**src/rtl/axis_unpack_keepdec.sv**
```systemverilog
// rtl/axis_unpack_keepdec.sv - keep-mask legality check and lane count for axis_unpack
module axis_unpack_keepdec #(
    parameter int RATIO = 4,
    parameter int NW    = $clog2(RATIO + 1)
) (
    input  logic [RATIO-1:0] i_keep,
    output logic             o_legal,
    output logic [NW-1:0]    o_nlanes
);

    logic [RATIO-1:0] w_keep_plus1;
    logic [NW-1:0]    w_count;

    assign w_keep_plus1 = i_keep + {{(RATIO-1){1'b0}}, 1'b1};

    // A legal mask is a nonzero run of ones starting at lane 0, i.e. 2^n-1:
    // adding one then clears every set bit.
    assign o_legal = (i_keep != '0) && ((i_keep & w_keep_plus1) == '0);

    // Population count of the mask; for a legal mask this is the lane count.
    always_comb begin
        w_count = '0;
        for (int i = 0; i < RATIO; i++) begin
            w_count = w_count + {{(NW-1){1'b0}}, i_keep[i]};
        end
    end

    assign o_nlanes = w_count;

endmodule

```
**src/rtl/axis_unpack.sv**
```systemverilog
// rtl/axis_unpack.sv - splits a packed multi-lane stream word into one lane per beat
module axis_unpack #(
    parameter int DSIZE = 16,
    parameter int RATIO = 4
) (
    input  logic                   clk,
    input  logic                   resetn,
    input  logic                   s_valid,
    output logic                   s_ready,
    input  logic [DSIZE*RATIO-1:0] s_data,
    input  logic [RATIO-1:0]       s_keep,
    input  logic                   s_last,
    output logic                   m_valid,
    input  logic                   m_ready,
    output logic [DSIZE-1:0]       m_data,
    output logic                   m_last,
    output logic                   err
);

    localparam int IDXW = (RATIO > 1) ? $clog2(RATIO) : 1;
    localparam int NW   = $clog2(RATIO + 1);

    typedef enum logic {
        EMPTY = 1'b0,
        BUSY  = 1'b1
    } state_t;

    state_t           r_state;
    logic [DSIZE-1:0] r_lanes [RATIO];
    logic [IDXW-1:0]  r_idx;
    logic [NW-1:0]    r_nlanes;
    logic             r_held_last;
    logic             r_err;

    logic             w_legal;
    logic [NW-1:0]    w_nlanes;
    logic             w_at_end;
    logic             w_accept;

    axis_unpack_keepdec #(
        .RATIO (RATIO),
        .NW    (NW)
    ) u_keepdec (
        .i_keep   (s_keep),
        .o_legal  (w_legal),
        .o_nlanes (w_nlanes)
    );

    // The held word is exhausted once the current lane is its last kept lane.
    assign w_at_end = ((NW'(r_idx) + NW'(1)) == r_nlanes);

    // Take a new word when idle, or in the same cycle the last lane leaves so
    // back-to-back words stream without a bubble.
    assign s_ready  = (r_state == EMPTY) || (m_ready && w_at_end);
    assign w_accept = s_valid && s_ready;

    assign m_valid  = (r_state == BUSY);
    assign m_data   = r_lanes[r_idx];
    assign m_last   = r_held_last && w_at_end;
    assign err      = r_err;

    // Control FSM: load legal words, step the lane index, flag malformed keeps.
    always_ff @(posedge clk) begin
        if (!resetn) begin
            r_state     <= EMPTY;
            r_idx       <= '0;
            r_nlanes    <= '0;
            r_held_last <= 1'b0;
            r_err       <= 1'b0;
        end else begin
            r_err <= w_accept && !w_legal;
            if (w_accept && w_legal) begin
                r_state     <= BUSY;
                r_idx       <= '0;
                r_nlanes    <= w_nlanes;
                r_held_last <= s_last;
            end else if ((r_state == BUSY) && m_ready) begin
                if (w_at_end) begin
                    r_state <= EMPTY;
                    r_idx   <= '0;
                end else begin
                    r_idx <= r_idx + 1'b1;
                end
            end
        end
    end

    // Lane storage is only meaningful while BUSY, so it carries no reset.
    always_ff @(posedge clk) begin
        if (w_accept && w_legal) begin
            for (int i = 0; i < RATIO; i++) begin
                r_lanes[i] <= s_data[i*DSIZE +: DSIZE];
            end
        end
    end

endmodule

```
**config.mk**
```make
export PLATFORM = sky130hd
export DESIGN_NAME = axis_unpack
export DESIGN_NICKNAME = d
export VERILOG_FILES = /design/src/rtl/axis_unpack_keepdec.sv /design/src/rtl/axis_unpack.sv
export SDC_FILE = /design/constraint.sdc
export NUM_CORES = 1
export LEC_CHECK = 0
export CAP_MARGIN = 40
export CORE_MARGIN = 2
export CORE_UTILIZATION = 45
export DETAILED_ROUTE_END_ITERATION = 16
export MAX_ROUTING_LAYER = met4
export PLACE_DENSITY = 0.87
export RECOVER_POWER = 100
export SYNTH_ARGS = -nofsm -noshare
export SYNTH_HDL_FRONTEND = slang
export SYNTH_SLANG_ARGS = --single-unit
```
**constraint.sdc**
```tcl
create_clock -name clk -period 2.97 [get_ports clk]
set_clock_uncertainty 0.15 [all_clocks]
set_input_delay 0.297 -clock clk [delete_from_list [all_inputs] [get_ports clk]]
set_output_delay 0.297 -clock clk [all_outputs]
set_load 0.03 [all_outputs]
```
# Word-level counts from Yosys, hierarchy flattened
# Memory sizes are Yosys's and may differ from the RTL's. A register that Yosys moved wholly into a read port is not among the register bits.
# Index checks and enable logic that the tools add are counted.
# classes
addsub	6
reduce_logical	15
mux	8
bitwise	3
n_eq_ne	1
# ops
operator	n
1-bit logical AND	7
3-bit by 1-bit adder with 3-bit output	2
2-bit 2-to-1 mux	3
1-bit 2-to-1 mux	5
4-bit by 1-bit adder with 4-bit output (second input constant)	1
4-bit AND	1
4-bit zero test	1
2-bit nonzero test	2
4-bit nonzero test	1
2-bit by 1-bit adder with 3-bit output (second input constant)	1
3-bit equality test	1
1-bit by 1-bit adder with 2-bit output	1
2-bit by 1-bit adder with 2-bit output (second input constant)	1
1-bit NOT	2
2-bit AND reduction	1
2-bit OR reduction	1
1-bit zero test	1
1-bit logical OR	1
# totals
ram_bits	64
reg_bits	8
n_memories	1
input_bits	73
# memory_table
name	words	word_bits	read_ports	rd_ports_with_merged_regs	wr	line_no	rtl
r_lanes	4	16	1	1	4	axis_unpack.sv:29	logic [DSIZE-1:0] r_lanes [RATIO];

# Logic depth before layout (Yosys ltp)
# depth
depth_word	8
mapped_depth	7
ltp_nobuf	7

# By module
# A second synthesis with hierarchy kept.
# unflattened
cells_unflattened	144
area_unflattened_um2	2856.5
# by_module_without_submodules
mod	cells_per_inst	area_each_um2	n_inst
axis_unpack	129	2725.1	1
axis_unpack_keepdec	15	131.4	1

# Worst setup path after synthesis
# OpenSTA, ideal clock, no wires.
# synth_path
kind	reg-to-reg
from	register r_idx[0]
to	register (tool-made name)
stages_incl_launch_ff	7
slack_ns	0.332
setup_time_ns	0.118
n_path_buf	0
arrival_ns	2.370
t_required_ns	2.702
cell_sequence	dfxtp_1 ha_1 xnor2_1 a41o_1 nand3_2 clkinv_2 a211oi_1
# synth_rtl
item	line_no	rtl
from (decl)	axis_unpack.sv:30	logic [IDXW-1:0] r_idx;
from (signal assigned)	axis_unpack.sv:82	r_idx <= r_idx + 1'b1;

==> results.json <==
{
  "gp_congestion": 0.724,
  "postRouteWirelength_mm": 5.64,
  "drv_cap": 0,
  "cts_buffer_depth": 2,
  "cts.repair.resized": 0,
  "hpwl_mm": 4.12,
  "cts_hold_buf": 0,
  "cts_buffers": 9,
  "syn_nets": 218,
  "insertion_delay_ps": 340,
  "dpl_cell_area_sq_mm": 0.00388,
  "period_share_pct": 93.6,
  "grt_start_max_net_pins": 45,
  "hold_ws_ps": 316,
  "synth-warning-count": 0,
  "netlist.area_leader.share_pct": 68.1,
  "synth-main-ff-cell": "edfxtp_1",
  "h-tree-depth": 3,
  "fmax_mhz": 360,
  "ios": 93,
  "root_buffer": "clkbuf_8",
  "ys_seq_area_share_pct": 75.1,
  "start_util_pct": 47.1,
  "nNetsFinal": 320,
  "syn-instance-count": 139,
  "crit_path_end_kind": "output port",
  "drc": 0,
  "antenna_left": 0,
  "final_cell_mix": "dlygate4sd3_1, edfxtp_1, mux4_2",
  "synth-seq-cells": 74,
  "syn_area_per_cell_sq_um": 20.3,
  "leakage_nw": 1.38,
  "fp.dieW_um": 83.2,
  "crit_chain": "buf_12 > mux4_2 > dlygate4sd3_1",
  "drtIter0Drc": 76,
  "hold_depth": 2,
  "first_global_vias": 1825,
  "avgViaCountPerCell": 5.18,
  "synth_area_leaders": "edfxtp_1, mux4_2, dfxtp_1",
  "r2r-start": "r_idx[0]$_SDFFE_PP0P_",
  "dr_total_vias": 1668,
  "rows": 28,
  "post_cts_buffers": 0,
  "slowest_stage": "dlygate4sd3_1",
  "dp_slack_ps": 297,
  "criticalPathCategory": "reg -> out",
  "coreArea_sq_mm": 0.00599,
  "hold_viol": 0,
  "final.setup.worst_slack_ps": 191,
  "layout-drive-gt1-share_pct": 15.0,
  "dieHeight_um": 83.2,
  "fin_crit_ps": 2780,
  "antenna_found_initial": 1,
  "synth-edff-count": 64,
  "tightest_slew_ps": 645,
  "start_kind": "flop",
  "clock-sinks": 74,
  "r2r_cells": 6,
  "ys_types": 26,
  "status": "finished clean",
  "maxSlewViolCount": 0,
  "design_area_sq_mm": 0.00406,
  "grt_pass1_wl_mm": 9.10,
  "min_path_type": "reg -> reg",
  "cp.required_ps": 2520,
  "tns_ps": 0,
  "wire_per_inst_um": 17.5,
  "finalSetupViolCount": 0,
  "slowest_delay_ps": 700,
  "cts_tree": "done",
  "final_common_cell": "dlygate4sd3_1",
  "track_usage_pct": 18.3,
  "rsz0062_at_grt": "no",
  "worstPathArrival_ps": 2330,
  "power_density_mw_per_mm2": 524,
  "clk_pin_slew_ps": 80,
  "portBuffers": 92,
  "vdd_drop_max_mv": 0.413,
  "firstDrtPassIters": 4,
  "grt-ovfl-total": 0,
  "cp_max_fo": 12,
  "synth_area_sq_mm": 0.00282,
  "synthArstFlopShare_pct": 0,
  "die_area_sq_mm": 0.00692,
  "syn2layout_area_growth_pct": 43.6,
  "synth_top_cell_by_area": "edfxtp_1",
  "min-delay-start": "r_held_last$_SDFFE_PN0P_",
  "slew_headroom_pct": 57.0
}
==> through the flow <==
step                      util [%]  total power (W)  instances
after global routing          67.7          0.00220        322
final                         67.7          0.00213        322
after detailed placement      64.8          0.00140        305
after CTS                     68.2          0.00217        321
after global placement        64.8          0.00139        305
after floorplan                  -          0.00126        139
==> cells by family (layout without fill, tap and decap cells) <==
family                   count (synthesis)  after routing  synth area share, %
buffers and inverters                   11            118                 1.59
XOR/XNOR                                 3              3                0.931
adder cells (fa/ha/maj)                  6              6                 2.92
other                                    0              1                    0
flip-flops                              74             74                 75.1
AO/OA/AOI/OAI                            6              6                 1.91
multiplexers                            20             20                 14.2
AND/OR/NAND/NOR                         19             19                 3.32
==> critical path, delay by kind of cell (launching register included) <==
| kind | cells | cell delay [ps] |
|---|---|---|
| buffers and inverters | 2 | 920 |
| flip-flops | 1 | 550 |
| multiplexers | 1 | 510 |
==> registers in the layout (all words and copies together) (netlist names), named ones only <==
register / count
r_idx: 2
r_held_last: 1
err: 1
r_lanes: 64
r_nlanes: 3
m_valid: 1
==> cell usage after synthesis (2+ instances only) <==
master    count
buf_2         2
dfxtp_1      10
inv_1         5
edfxtp_1     64
mux2i_1       4
mux4_2       16
nand2_1      12
xnor2_1       2
ha_1          5
clkbuf_1      3
==> final cells by class <==
class,instances,area (sq um)
multi-input cells,54,651
flip-flops and latches,74,2120
fillers,391,1940
diodes,1,2.50
clock inverters,7,77.6
clock buffers,9,124
repair buffers,96,961
inverters,6,23.8
well taps,75,93.8
==> power breakdown <==
group	internal, W	switching, W
combinational	0.000105	0.0000739
clock	0.000395	0.000385
sequential	0.00116	0.00000909
==> worst paths after layout <==
path / endpoint / slack [ps]
hold / removal: r_held_last$_SDFFE_PN0P_ / 320
setup reg to reg: r_lanes[1][12]$_DFFE_PP_ / 520
hold reg to reg: r_held_last$_SDFFE_PN0P_ / 320
setup / recovery: m_data[7] / 190
==> routing by layer <==
layer	global-route usage (%)	vias up	share of wire, %
met4	10.7	0	3.4
met3	4.67	15	6.0
met5	-	-	0
met1	20.0	824	39
met2	30.1	65	52
li1	-	764	-
(Power assumes the default switching activity.)
